### src/rtl/imem_loader_if.sv
// Byte-stream input and instruction-memory write bus of the program loader.
// rx: a byte moves on a rising clk edge when rx_valid && rx_ready; the sender holds rx_data stable until then.
interface imem_loader_if;
  logic        rx_valid;
  logic [7:0]  rx_data;
  logic        rx_ready;
  logic        imem_we;
  logic [31:0] imem_addr;
  logic [31:0] imem_wdata;

  modport master (
    output rx_valid, rx_data,
    input  rx_ready, imem_we, imem_addr, imem_wdata
  );

  modport slave (
    input  rx_valid, rx_data,
    output rx_ready, imem_we, imem_addr, imem_wdata
  );
endinterface

### src/rtl/imem_loader.sv
// Boot loader: 16-bit word count then little-endian words, written to imem from address 0.
// Holds the core in reset until every word has been written.
module imem_loader #(
  parameter int ADDR_WIDTH = 10
) (
  input  logic               clk,
  input  logic               rst,
  imem_loader_if.slave       bus,
  input  logic               load_req,
  output logic               core_rst,
  output logic               done,
  output logic               error,
  output logic [2:0]         state_dbg
);

  typedef enum logic [2:0] {
    S_CNT0  = 3'd0,
    S_CNT1  = 3'd1,
    S_DATA  = 3'd2,
    S_WRITE = 3'd3,
    S_DONE  = 3'd4,
    S_ERR   = 3'd5
  } state_e;

  localparam logic [ADDR_WIDTH:0] IDX_ONE = 1;

  state_e              state_q, state_d;
  logic [7:0]          cnt_lo_q, cnt_lo_d;
  logic [15:0]         n_q, n_d;
  logic [ADDR_WIDTH:0] idx_q, idx_d;
  logic [1:0]          byte_idx_q, byte_idx_d;
  logic [23:0]         word_q, word_d;
  logic [31:0]         addr_q, addr_d;
  logic [31:0]         wdata_q, wdata_d;
  logic                core_rst_q, core_rst_d;
  logic                done_q, done_d;
  logic                error_q, error_d;

  logic                rx_ready_c;
  logic                accept;
  logic [15:0]         n_full;

  assign accept = bus.rx_valid && rx_ready_c;

  always_ff @(posedge clk) begin
    if (rst) begin
      state_q    <= S_CNT0;
      cnt_lo_q   <= '0;
      n_q        <= '0;
      idx_q      <= '0;
      byte_idx_q <= '0;
      word_q     <= '0;
      addr_q     <= '0;
      wdata_q    <= '0;
      core_rst_q <= 1'b1;
      done_q     <= 1'b0;
      error_q    <= 1'b0;
    end else begin
      state_q    <= state_d;
      cnt_lo_q   <= cnt_lo_d;
      n_q        <= n_d;
      idx_q      <= idx_d;
      byte_idx_q <= byte_idx_d;
      word_q     <= word_d;
      addr_q     <= addr_d;
      wdata_q    <= wdata_d;
      core_rst_q <= core_rst_d;
      done_q     <= done_d;
      error_q    <= error_d;
    end
  end

  always_comb begin
    state_d    = state_q;
    cnt_lo_d   = cnt_lo_q;
    n_d        = n_q;
    idx_d      = idx_q;
    byte_idx_d = byte_idx_q;
    word_d     = word_q;
    addr_d     = addr_q;
    wdata_d    = wdata_q;
    n_full     = {bus.rx_data, cnt_lo_q};

    case (state_q)
      S_CNT0: begin
        if (accept) begin
          cnt_lo_d = bus.rx_data;
          state_d  = S_CNT1;
        end
      end
      S_CNT1: begin
        if (accept) begin
          // N = 2^ADDR_WIDTH is the largest program that fits
          if (n_full == 16'd0 || 32'(n_full) > (32'd1 << ADDR_WIDTH)) begin
            state_d = S_ERR;
          end else begin
            n_d        = n_full;
            idx_d      = '0;
            byte_idx_d = '0;
            state_d    = S_DATA;
          end
        end
      end
      S_DATA: begin
        if (accept) begin
          word_d     = {bus.rx_data, word_q[23:8]};
          byte_idx_d = byte_idx_q + 2'd1;
          if (byte_idx_q == 2'd3) begin
            addr_d  = 32'({idx_q, 2'b00});
            wdata_d = {bus.rx_data, word_q};
            state_d = S_WRITE;
          end
        end
      end
      S_WRITE: begin
        idx_d = idx_q + IDX_ONE;
        if (32'(idx_q) + 32'd1 == 32'(n_q)) state_d = S_DONE;
        else                                 state_d = S_DATA;
      end
      S_DONE: begin
        if (load_req) state_d = S_CNT0;
      end
      S_ERR: begin
        if (load_req) state_d = S_CNT0;
      end
      default: state_d = S_CNT0;
    endcase

    // Status flags are registered copies of the state being entered.
    core_rst_d = (state_d != S_DONE);
    done_d     = (state_d == S_DONE);
    error_d    = (state_d == S_ERR);
  end

  always_comb begin
    rx_ready_c = 1'b0;
    case (state_q)
      S_CNT0, S_CNT1, S_DATA, S_ERR: rx_ready_c = 1'b1;
      default:                       rx_ready_c = 1'b0;
    endcase
    bus.rx_ready   = rx_ready_c;
    bus.imem_we    = (state_q == S_WRITE);
    bus.imem_addr  = addr_q;
    bus.imem_wdata = wdata_q;
    core_rst       = core_rst_q;
    done           = done_q;
    error          = error_q;
    state_dbg      = state_q;
  end

endmodule
### src/flat_wrapper.sv
// flat-port wrapper written by rule: the top's interface ports become plain ports
module imem_loader_flat 
#(
  parameter int ADDR_WIDTH = 10
)
  (clk, rst, load_req, core_rst, done, error, state_dbg, bus_rx_valid, bus_rx_data, bus_rx_ready, bus_imem_we, bus_imem_addr, bus_imem_wdata);
  imem_loader_if bus_i ();
  input  logic clk;
  input  logic rst;
  input  logic load_req;
  output logic core_rst;
  output logic done;
  output logic error;
  output logic [2:0] state_dbg;
  input wire logic [$bits(bus_i.rx_valid)-1:0] bus_rx_valid;
  input wire logic [$bits(bus_i.rx_data)-1:0] bus_rx_data;
  output wire logic [$bits(bus_i.rx_ready)-1:0] bus_rx_ready;
  output wire logic [$bits(bus_i.imem_we)-1:0] bus_imem_we;
  output wire logic [$bits(bus_i.imem_addr)-1:0] bus_imem_addr;
  output wire logic [$bits(bus_i.imem_wdata)-1:0] bus_imem_wdata;
  assign bus_i.rx_valid = bus_rx_valid;
  assign bus_i.rx_data = bus_rx_data;
  assign bus_rx_ready = bus_i.rx_ready;
  assign bus_imem_we = bus_i.imem_we;
  assign bus_imem_addr = bus_i.imem_addr;
  assign bus_imem_wdata = bus_i.imem_wdata;
  imem_loader #(.ADDR_WIDTH(ADDR_WIDTH)) u_core (.clk(clk), .rst(rst), .bus(bus_i), .load_req(load_req), .core_rst(core_rst), .done(done), .error(error), .state_dbg(state_dbg));
endmodule
### config.mk
export PLATFORM = sky130hd
export DESIGN_NAME = imem_loader_flat
export DESIGN_NICKNAME = d
export VERILOG_FILES = /design/src/rtl/imem_loader_if.sv /design/src/rtl/imem_loader.sv /design/src/flat_wrapper.sv
export SDC_FILE = /design/constraint.sdc
export NUM_CORES = 1
export LEC_CHECK = 0
export ABC_AREA = 0
export CAP_MARGIN = 20
export CORE_MARGIN = 2
export CORE_UTILIZATION = 45
export CTS_CLUSTER_DIAMETER = 80
export DETAILED_ROUTE_END_ITERATION = 16
export DONT_BUFFER_PORTS = 1
export SLEW_MARGIN = 20
export SYNTH_ARGS = -nofsm -noshare
export SYNTH_HDL_FRONTEND = slang
export SYNTH_SLANG_ARGS = --single-unit
### constraint.sdc
create_clock -name clk -period 2.67 [get_ports clk]
set_input_delay 0.4005 -clock clk [delete_from_list [all_inputs] [get_ports clk]]
set_output_delay 0.4005 -clock clk [all_outputs]
set_load 0.01 [all_outputs]
---- Word level (Yosys, flattened, before mapping) ----
Cells that the tools add are included.
storage, ports and cells
  flip-flop bits (word level) ............. 110
  input port bits ......................... 12
  output and inout port bits .............. 72
  word-level logic and storage cells ...... 59
operators by class
  add/sub/neg operators ................... 3
  $lt $le $gt $ge ......................... 1
  equality and inequality tests ........... 13
  muxes and demuxes ....................... 16
  bitwise gates (word level) .............. 1
  reductions and logical operators ........ 14
operators by type and width
  operator                                                                            number
  32-bit by 16-bit equality test with 1-bit output                                    1
  11-bit 2-to-1 mux                                                                   2
  11-bit case mux with 2 select lines                                                 1
  3-bit 2-to-1 mux                                                                    7
  16-bit by 11-bit greater-than comparator with 1-bit output (second input constant)  1
  16-bit zero test                                                                    1
  3-bit case mux with 5 select lines                                                  1
  11-bit by 1-bit adder with 12-bit output (second input constant)                    1
  3-bit equality test (second input constant)                                         4
  11-bit by 1-bit adder with 11-bit output (second input constant)                    1
  3-bit AND reduction                                                                 3
  3-bit by 2-bit equality test with 1-bit output (second input constant)              2
  2-bit 2-to-1 mux                                                                    3
  2-bit by 1-bit != test with 1-bit output (second input constant)                    2
  2-bit case mux with 2 select lines                                                  1
  2-bit AND reduction                                                                 2
  4-bit AND reduction                                                                 1
  2-bit nonzero test                                                                  2
  4-bit OR reduction                                                                  1
  3-bit by 1-bit equality test with 1-bit output (second input constant)              1
  3-bit zero test                                                                     1
  3-bit != test (second input constant)                                               1
  2-bit by 1-bit adder with 2-bit output (second input constant)                      1
  2-bit equality test (second input constant)                                         1
  other kinds (6)                                                                     6

---- Longest topological paths before layout ----
Gate-level depths: netlist of the first run.
  word-level depth ........................ 7
  gate-level depth with buffers ........... 8
  gate-level depth less buffers ........... 7

---- Worst setup path before layout of the first run ----
No wires, ideal clock.
  kind .................................... in2reg
  start point ............................. input port bus_rx_data[0]
  end point ............................... register u_core.error_q (netlist: u_core.error)
  library setup time ...................... 129 ps
  data arrival time ....................... 1804 ps
  required time ........................... 2541 ps
  path slack .............................. 737 ps
  stages on the path ...................... 7
  path through ............................ nor4_2 > a31oi_1 > or3_4 > or2_4 > buf_6 > o211a_1 > nor2b_4
between the ends
  cells in the longest elaborated chain, start to end .. 6
ends and longest elaborated chain
  what                                                                                                   RTL line            source
  start, declared                                                                                        flat_wrapper.sv:16  input wire logic [$bits(bus_i.rx_data)-1:0] bus_rx_data;
  16-bit by 11-bit greater-than comparator with 1-bit output / 16-bit zero test (equally long branches)  imem_loader.sv:94   if (n_full == 16'd0 || 32'(n_full) > (32'd1 << ADDR_WIDTH)) begin
  1-bit logical OR *                                                                                     imem_loader.sv:94
  3-bit 2-to-1 mux *                                                                                     imem_loader.sv:94
  3-bit 2-to-1 mux *                                                                                     imem_loader.sv:92   if (accept) begin
  3-bit case mux with 5 select lines *                                                                   imem_loader.sv:84   case (state_q)
  3-bit equality test *                                                                                  imem_loader.sv:132  error_d = (state_d == S_ERR);
  end signal, assigned                                                                                   imem_loader.sv:69   error_q <= error_d;
  end, declared                                                                                          imem_loader.sv:37   logic error_q, error_d;
Mark *: on every way between the ends. The rest lies on a longest branch, timed or not.
A chain may end at the register's enable or synchronous reset.

---- Final worst setup path of the first run ----
  start point ............................. register u_core.state_q[1] (netlist: u_core.state_dbg[1])
  end point ............................... output port bus_imem_we
between the ends
  cells in the longest elaborated chain, start to end .. 1
ends and longest elaborated chain
  what                                            RTL line            source
  start, declared                                 imem_loader.sv:27   state_e state_q, state_d;
  start signal, assigned                          imem_loader.sv:59   state_q <= state_d;
  3-bit by 2-bit equality test with 1-bit output  imem_loader.sv:142  bus.imem_we = (state_q == S_WRITE);
  end, declared                                   flat_wrapper.sv:18  output wire logic [$bits(bus_i.imem_we)-1:0] bus_imem_we;
Every way passes these cells.

==> results of run 1 <==
[final timing paths]
check                                     endpoint  slack (ns)  depth (start not counted)
min reg2reg  u_core.bus.imem_wdata[2]$_SDFFE_PP0P_        0.47                          2
min           u_core.bus.imem_addr[2]$_SDFFE_PP0P_        0.08                          1
max                                    bus_imem_we        0.44                          3
max reg2reg             u_core.core_rst$_SDFF_PP1_        0.49                          7
[cell type report]
class                   instances  area share
clock buffers                  10      0.0266
clock inverters                 6      0.0162
inverters                       6     0.00470
multi-input cells             417       0.446
flip-flops and latches        110       0.460
well taps                     133      0.0347
repair buffers                  6      0.0120
[per-stage QoR]
stage	util	hold slack, ns	setup WS, ns	area (um2)
after floorplan	-	0.432	0.737	4680
after global placement	0.465	0.440	0.599	4580
after detailed placement	0.465	0.443	0.530	4580
after CTS	0.486	0.0705	0.435	4790
after global routing	0.486	0.0639	0.318	4790
final	0.486	0.0788	0.445	4790
[sequential cells by signal (all words and copies together) (netlist names)]
register               flops
u_core.bus.imem_wdata     32
u_core.word_q             24
u_core.n_q                16
u_core.bus.imem_addr      11
u_core.idx_q              11
u_core.cnt_lo_q            8
u_core.state_dbg           3
u_core.byte_idx_q          2
u_core.core_rst            1
u_core.done                1
u_core.error               1
[logic make-up after synthesis]
| family | Yosys count |
|---|---|
| compound gates | 116 |
| mux | 12 |
| fa+ha+maj | 2 |
| other cells | 1 |
| simple gates | 252 |
| buf+inv | 64 |
| xor+xnor | 14 |
| flops | 110 |
[cells in the final DEF (no fill, tap or decap), drive strengths merged, types with 4 or more instances in the layout]
cell	count
a21oi	83
a311oi	4
a31oi	9
and3	7
and4	4
buf	6
clkbuf	10
conb	21
dfxtp	110
inv	9
mux2i	12
nand2	166
nand3	12
nand3b	4
nor2	28
nor3	4
nor4	5
o21ai	7
or3	4
xnor2	8
xor2	6
[power by group through the flow]
stage	Sequential [mW]	Combinational [mW]	Clock, mW
2_1_floorplan	1.71	0.133	0
5_1_grt	1.69	0.111	1.14
3_5_place_dp	1.72	0.0971	0
6_report	1.68	0.0978	1.06
4_1_cts	1.68	0.0975	1.07
3_3_place_gp	1.72	0.0958	0
[per-layer routing]
| metal | GRT usage | wire length [um] | vias to the layer above |
|---|---|---|---|
| li1 | - | - | 1833 |
| met1 | 0.265 | 5020 | 1708 |
| met2 | 0.306 | 4910 | 120 |
| met3 | 0.0536 | 676 | 12 |
| met4 | 0.0552 | 108 | 0 |
| met5 | 0 | 0 | - |
==> flow_summary_export.csv, run 1 <==
group,metric,value,unit
critical_path,worstPathRequired,2.27,ns
placement,place.gp.congestion,0.934,
cts,cts_resized,0,
routing,wl,10.7,mm
critical_path,start_kind,"register",
routing,drc_errors,0,
synth,synth_cell_types,49,
cts,clock_sinks,110,
synth,synth_seq_cells,110,
global_routing,grt_pass1_wl,17.5,mm
power,ir_worst_vdd,388,uV
critical_path,cp_cell_sequence,"nor2b_1, nand2_1, inv_1",
power,seq_power_share,0.593,
cts,cts_buffers,9,
power,internal-power,2.15,mW
cts,cts-root-buf,"clkbuf_8",
synth,async_reset_ff_frac,0,
synth,yosys.area.top_type_share,0.478,
power,leakage,1.72,nW
cts,clk_pin_slew,0.10,ns
cells_and_area,layout-drive-gt1-share,0.0505,
critical_path,startpoint,"u_core.state_dbg[1]$_SDFF_PP0_",
flow_run,drv_cap,0,
hold_path,hold_path.class,"in2reg",
critical_path,crit_path_top_delay_cell,"dfxtp_1",
die,coreArea,9860,um2
power,power,2.84,mW
placement,dp_hpwl,7.19,mm
critical_path,worstPathBufferInverterCount,1,
sta,setup_viol,0,
synth,seq_area_frac_synth,0.478,
cells_and_area,multi_input_area,2140,um2
synth,synth.largest_area_cell,"dfxtp_1",
cts,post-cts-setup-buffers,0,
global_routing,grt_overflow_total,0,
critical_path,cp.arrival,1.82,ns
global_routing,first_global_vias,3459,
synth,synth-compound-area-share,0.142,
synth,synthAdderAreaFrac,0.00543,
sta,min_period,2.23,ns
die,die_x,105,um
synth,netlist_top_cells_count,"nand2_1 (166), dfxtp_1 (110), a21oi_1 (83), nor2_1 (28), clkbuf_1 (27)",
sta,fin_skew,0.0119,ns
cells_and_area,area_growth,3.99,%
global_routing,grt_start_max_net_pins,103,
cells_and_area,antenna_cells,0,
die,die_y,105,um
cts,insertion_delay,0.38,ns
routing,vias,3673,
routing,routedWlPerCell,15.6,um
power,clkPwrFrac,0.372,
critical_path,max_stage_delay,0.61,ns
placement,dp_cells,672,
sta,max-slew-margin-rel,0.644,
routing,detail_route.first_pass.iterations,5,
sta,rsz0062_at_grt,"false",
sta,fmax,0.449,GHz
sta,fin_setup_tns,0,ns
cells_and_area,nets,564,
synth,synthTopCellsByArea,"dfxtp_1 (48%), nand2_1 (14%), a21oi_1 (9.0%), buf_4 (3.4%), mux2i_1 (2.6%)",
critical_path,timing_worst_setup_path_type,"reg2out",
power,p_per_area,593,nW/um2
synth,synth-xor-area-share,0.0266,
synth,syn_area,4610,um2
synth,synth_top_family_by_area,"simple AND/OR/NAND/NOR gates",
global_routing,grtUsageTotal,0.196,
routing,drt-vias-per-instance,5.34,
critical_path,cp-end-kind,"primary output",
power,switching_share,0.244,
synth,synth_flop_cell,"dfxtp_1",
die,io_pins,84,
die,initial_core_util,0.467,
die,rows,36,
routing,drt_iter0_drc,166,
cells_and_area,regArea,2200,um2
status,outcome,"completed",
sta,worst_pin_slew,0.533,ns
sta,maxSlewViolCount,0,
hold_path,min_from,"rst",
synth,yosys_warnings,0,
cts,holdBufCountCts,0,
global_routing,antenna_found_initial,0,
critical_path,path_delay_family,"flip-flops",
synth,synth_edf_count,0,
sta,fin_crit_sh,0.833,
synth,synth_cells,571,
cells_and_area,stdcell_count,688,
routing,antenna_left,0,
synth,synthSimpleGateAreaFrac,0.247,
critical_path,path_max_fanout,13,
synth,avgSynthCellArea,8.07,um2
synth,muxShareOfSynthArea,0.0261,
power,p_comb_frac,0.034,
power,switching_power,0.692,mW
cts,htreeDepth,3,
critical_path,r2r-start,"u_core.idx_q[0]$_SDFFE_PP0P_",
cts,cts_tree,"built",
placement,io_buffers,0,
sta,final_hold_viol_count,0,
cts,cts_buffer_depth,2,
synth,synth.most_common_cell,"nand2_1",
cells_and_area,fill_cells,964,
die,die-area,11100,um2
Power figures use the tool's default switching activity.
==> inputs of run 2 (changes only) <==
- clock period: 2.67 -> 1.8 ns (I/O delays scaled with it)
==> flow_summary_export.csv, run 2 (same netlist as run 1, synthesis figures left out) <==
group,metric,value,unit
power,ir_worst_vdd,411,uV
power,clkPwrFrac,0.390,
cells_and_area,stdcell_count,739,
sta,fmax,0.529,GHz
sta,setup_viol,19,
die,coreArea,9860,um2
cells_and_area,fin_util,0.550,
flow_run,drv_cap,0,
cts,clk_pin_slew,0.11,ns
cts,cts_tree,"built",
global_routing,grt_start_max_net_pins,103,
cts,cts-root-buf,"clkbuf_8",
routing,detail_route.first_pass.iterations,4,
global_routing,antenna_found_initial,0,
cts,htreeDepth,3,
power,leakage,2.00,nW
hold_path,hold_path.class,"in2reg",
global_routing,grt_util_met2,0.312,
cells_and_area,regArea,2210,um2
critical_path,crit_end,"u_core.state_dbg[2]$_SDFF_PP0_",
die,die-area,11100,um2
power,internal-power,3.41,mW
critical_path,r2r_end,"u_core.state_dbg[2]$_SDFF_PP0_",
cells_and_area,post-route-cell-area,5430,um2
critical_path,cp-end-kind,"register",
routing,routedWlPerCell,15.2,um
cells_and_area,final_common_cell,"nand2_1",
routing,vias,3938,
power,p_per_area,818,nW/um2
cells_and_area,layout-drive-gt1-share,0.180,
global_routing,grt.met3_usage,0.0499,
critical_path,startpoint,"u_core.idx_q[1]$_SDFFE_PP0P_",
placement,dp_hpwl,7.66,mm
die,initial_core_util,0.467,
critical_path,timing_worst_setup_path_type,"reg2reg",
global_routing,grt_most_used_layer,"met2",
global_routing,grtUsageTotal,0.202,
cells_and_area,antenna_cells,0,
routing,drc_errors,0,
cells_and_area,fill_cells,904,
cells_and_area,area_growth,17.8,%
sta,layout_setup_ws,-0.0909,ns
placement,io_buffers,0,
sta,fin_crit_sh,1.05,
placement,dp_cells,717,
power,p_comb_frac,0.052,
hold_path,min_from,"rst",
hold_path,hold_depth,1,
global_routing,grt_overflow_total,0,
power,switching_power,1.03,mW
placement,place_area,4970,um2
cells_and_area,final_cell_mix,"nand2_1 (166), dfxtp_1 (105), a21oi_1 (82)",
sta,timing.hold.ws,-0.0488,ns
status,failed_checks,"hold timing, setup timing",
critical_path,r2r-start,"u_core.idx_q[1]$_SDFFE_PP0P_",
die,die_x,105,um
critical_path,path_max_fanout,9,
cts,cts_buffer_depth,2,
cells_and_area,nets,615,
status,outcome,"finished, violations left",
cts,insertion_delay,0.37,ns
sta,final_hold_viol_count,10,
global_routing,grtUsageMet1,0.280,
routing,drt-vias-per-instance,5.33,
critical_path,cp.arrival,2.21,ns
global_routing,first_global_vias,3672,
power,seq_power_share,0.559,
sta,min_period,1.89,ns
power,power,4.44,mW
routing,drt_iter0_drc,148,
cells_and_area,multi_input_area,2310,um2
routing,wl,11.2,mm
sta,fin_skew,0.0102,ns
die,io_pins,84,
sta,fin_setup_tns,-0.915,ns
die,rows,36,
placement,place.gp.congestion,0.904,
critical_path,worstPathRequired,2.12,ns
cts,cts_buffers,9,
die,die_y,105,um
placement,place_ws,-0.121,ns
cells_and_area,largest_reg_flops,32,
critical_path,r2r_slack,-0.09,ns
cts,clock_sinks,110,
sta,rsz0062_at_grt,"true",
sta,maxSlewViolCount,0,
critical_path,reg2reg_depth,8,
global_routing,grt_pass1_wl,18.0,mm
power,switching_share,0.232,
critical_path,start_kind,"register",
routing,antenna_left,0,
==> run 2: changes by cell type in the layout (fill, tap and decap cells not counted), moves of 4 or more <==
| cell | delta |
|---|---|
| dfxtp_1 | -5 |
| dfxtp_2 | +4 |
| and3_4 | +4 |
| o21ai_0 | -4 |
| and3_1 | -4 |
| buf_4 | +46 |
==> run 2: cell type report <==
type,instances,area share
clock buffers,10,0.0254
clock inverters,6,0.0184
inverters,6,0.00484
multi-input cells,417,0.425
flip-flops and latches,110,0.407
well taps,133,0.0307
repair buffers,57,0.0878
==> run 2: metal layers <==
metal | part of all wire | wire (um) | vias to the layer above
met5 | 0 | 0 | -
met4 | 0.010 | 112 | 0
met3 | 0.061 | 683 | 14
met2 | 0.45 | 5100 | 129
met1 | 0.48 | 5350 | 1857
li1 | - | - | 1938
==> run 2: how the worst min path moves through the flow <==
stage | to
after detailed placement | u_core.idx_q[4]$_SDFFE_PP0P_
final | u_core.idx_q[4]$_SDFFE_PP0P_
after global routing | u_core.bus.imem_addr[4]$_SDFFE_PP0P_
after global placement | u_core.idx_q[5]$_SDFFE_PP0P_
after CTS | u_core.idx_q[4]$_SDFFE_PP0P_
after floorplan | u_core.cnt_lo_q[4]$_SDFFE_PP0P_
==> run 2: power by group through the flow <==
stage / Clock [mW] / Combinational [mW] / Sequential (mW)
final: 1.73 / 0.229 / 2.48
after global routing: 1.86 / 0.256 / 2.48
after detailed placement: 0 / 0.210 / 2.54
after CTS: 1.76 / 0.212 / 2.48
after floorplan: 0 / 0.198 / 2.54
after global placement: 0 / 0.206 / 2.54
==> run 2: what timing repair did <==
item                                    in CTS  in global routing
resized for setup                           19                 16
endpoints found under the setup margin      28                 34
hold endpoints to repair                   101                101
buffers inserted                             2                  4
pin swaps                                    8                  7
==> run 2: worst max-delay path: stages, from the launching register on <==
cell and delay [ns]:
dfxtp_2 0.37, ha_4 0.18, and4_1 0.25, nand3_1 0.16
xnor2_2 0.19, o2111ai_2 0.17, buf_6 0.17, nor4_4 0.19
o21a_1 0.16
==> inputs of run 3 (changes only) <==
- PLACE_DENSITY: default -> 0.61
==> flow_summary_export.csv, run 3 (same netlist as run 1, synthesis figures left out) <==
group,metric,value,unit
cts,insertion_delay,0.36,ns
die,die_x,105,um
critical_path,worstPathBufferInverterCount,1,
critical_path,path_max_fanout,18,
sta,timing.hold.ws,-0.0380,ns
flow_run,drv_cap,0,
sta,final_hold_viol_count,7,
global_routing,first_global_vias,3600,
cts,cts_tree,"built",
sta,rsz0062_at_grt,"true",
die,io_pins,84,
global_routing,grt_pass1_wl,18.0,mm
power,clkPwrFrac,0.352,
status,outcome,"finished, violations left",
sta,min_period,1.88,ns
die,coreArea,9860,um2
routing,vias,3880,
cts,cts_buffer_depth,2,
sta,fmax,0.532,GHz
routing,drt-vias-per-instance,5.27,
placement,place_area,4950,um2
critical_path,cp_cell_sequence,"nor4_4, a31oi_2, or3_4, or2_4, buf_12, mux2i_2, nor2_1",
cts,clock_sinks,110,
sta,setup_viol,19,
cells_and_area,antenna_cells,0,
cells_and_area,regArea,2210,um2
critical_path,path_delay_family,"simple AND/OR/NAND/NOR gates",
power,p_comb_frac,0.057,
critical_path,crit_path_top_delay_cell,"dfxtp_2",
power,seq_power_share,0.591,
critical_path,r2r_end,"u_core.n_q[9]$_SDFFE_PP0P_",
cts,cts-root-buf,"clkbuf_8",
cells_and_area,area_growth,16.1,%
hold_path,hold_path.class,"in2reg",
cells_and_area,post-route-cell-area,5350,um2
power,switching_share,0.257,
cells_and_area,multi_input_area,2310,um2
critical_path,max_stage_delay,0.35,ns
global_routing,grt_overflow_total,0,
status,failed_checks,"hold timing, setup timing",
routing,drt_iter0_drc,197,
critical_path,r2r-start,"u_core.cnt_lo_q[4]$_SDFFE_PP0P_",
power,leakage,1.97,nW
cts,clk_pin_slew,0.11,ns
critical_path,r2r_slack,-0.08,ns
critical_path,reg2reg_depth,7,
die,die_y,105,um
critical_path,cp.arrival,2.14,ns
sta,layout_setup_ws,-0.0791,ns
cells_and_area,largest_reg_flops,32,
placement,place.gp.congestion,0.841,
global_routing,antenna_found_initial,0,
placement,io_buffers,0,
critical_path,start_kind,"register",
cts,htreeDepth,3,
routing,detail_route.first_pass.iterations,6,
critical_path,cp-end-kind,"register",
cells_and_area,final_cell_mix,"nand2_1 (166), dfxtp_1 (106), a21oi_1 (82)",
hold_path,hold_depth,1,
routing,wl,11.0,mm
global_routing,grt_start_max_net_pins,103,
sta,fin_skew,0.0113,ns
die,rows,36,
power,switching_power,1.08,mW
sta,fin_crit_sh,1.04,
placement,dp_hpwl,7.46,mm
power,internal-power,3.12,mW
power,p_per_area,785,nW/um2
hold_path,min_to,"u_core.idx_q[4]$_SDFFE_PP0P_",
cells_and_area,final_common_cell,"nand2_1",
power,ir_worst_vdd,471,uV
routing,drc_errors,0,
die,die-area,11100,um2
sta,maxSlewViolCount,0,
die,initial_core_util,0.467,
cells_and_area,layout-drive-gt1-share,0.177,
routing,antenna_left,0,
cts,cts_buffers,9,
hold_path,min_from,"rst",
critical_path,timing_worst_setup_path_type,"reg2reg",
global_routing,grtUsageTotal,0.200,
routing,routedWlPerCell,14.9,um
power,power,4.20,mW
critical_path,worstPathRequired,2.06,ns
cells_and_area,nets,612,
cells_and_area,fill_cells,926,
-- run 3: cell count changes in the layout (fill, tap and decap cells not counted), sizes merged --
cell / delta
clkinvlp: +1
buf: -3
clkbuf: -1
inv: +2
bufinv: -2
-- run 3: worst max-delay path by stage --
stage	from	to	cells past startpoint
global route	u_core.idx_q[1]$_SDFFE_PP0P_	u_core.state_dbg[1]$_SDFF_PP0_	7
global placement	u_core.idx_q[0]$_SDFFE_PP0P_	u_core.done$_SDFF_PP0_	7
CTS	u_core.cnt_lo_q[5]$_SDFFE_PP0P_	u_core.n_q[3]$_SDFFE_PP0P_	7
detailed placement	u_core.idx_q[0]$_SDFFE_PP0P_	u_core.state_dbg[1]$_SDFF_PP0_	7
floorplan	u_core.cnt_lo_q[4]$_SDFFE_PP0P_	u_core.error$_SDFF_PP0_	7
finish	u_core.cnt_lo_q[4]$_SDFFE_PP0P_	u_core.n_q[9]$_SDFFE_PP0P_	7
-- run 3: cell type report --
type	count	area share
Tap cell	133	0.0311
Clock inverter	7	0.0143
Clock buffer	9	0.0232
Timing Repair Buffer	54	0.0826
Inverter	6	0.00421
Sequential cell	110	0.413
Multi-Input combinational cell	417	0.432
-- run 3: repair_timing --
| action | CTS | global route |
|---|---|---|
| buffers inserted | 1 | 3 |
| pin swaps | 4 | 4 |
| setup endpoints to repair | 26 | 36 |
| endpoints found under the hold margin | 101 | 101 |
| resized for setup | 9 | 26 |
-- run 3: layer usage --
metal,track usage,vias to the layer above,routed length [um],part of all wire
met4,0.0533,0,146,0.013
met1,0.285,1822,5290,0.48
met2,0.307,121,4910,0.45
li1,-,1926,-,-
met5,0,-,0,0
met3,0.0412,11,645,0.059
-- run 3: metrics by stage --
stage	setup TNS, ns	utilization	hold WS, ns	setup slack, ns	cells
4_1_cts	-0.700	0.528	-0.0512	-0.0588	733
2_1_floorplan	0	-	0.398	0.00382	591
3_5_place_dp	-0.932	0.502	0.353	-0.0844	716
6_report	-0.902	0.542	-0.0380	-0.0791	736
3_3_place_gp	-0.260	0.502	0.348	-0.0592	716
5_1_grt	-3.04	0.542	-0.0627	-0.215	736
-- run 3: power groups by stage --
stage | registers (mW) | clock network [mW] | logic [mW]
floorplan | 2.54 | 0 | 0.198
global placement | 2.54 | 0 | 0.203
detailed placement | 2.54 | 0 | 0.206
CTS | 2.48 | 1.52 | 0.210
global route | 2.48 | 1.62 | 0.265
finish | 2.48 | 1.48 | 0.240
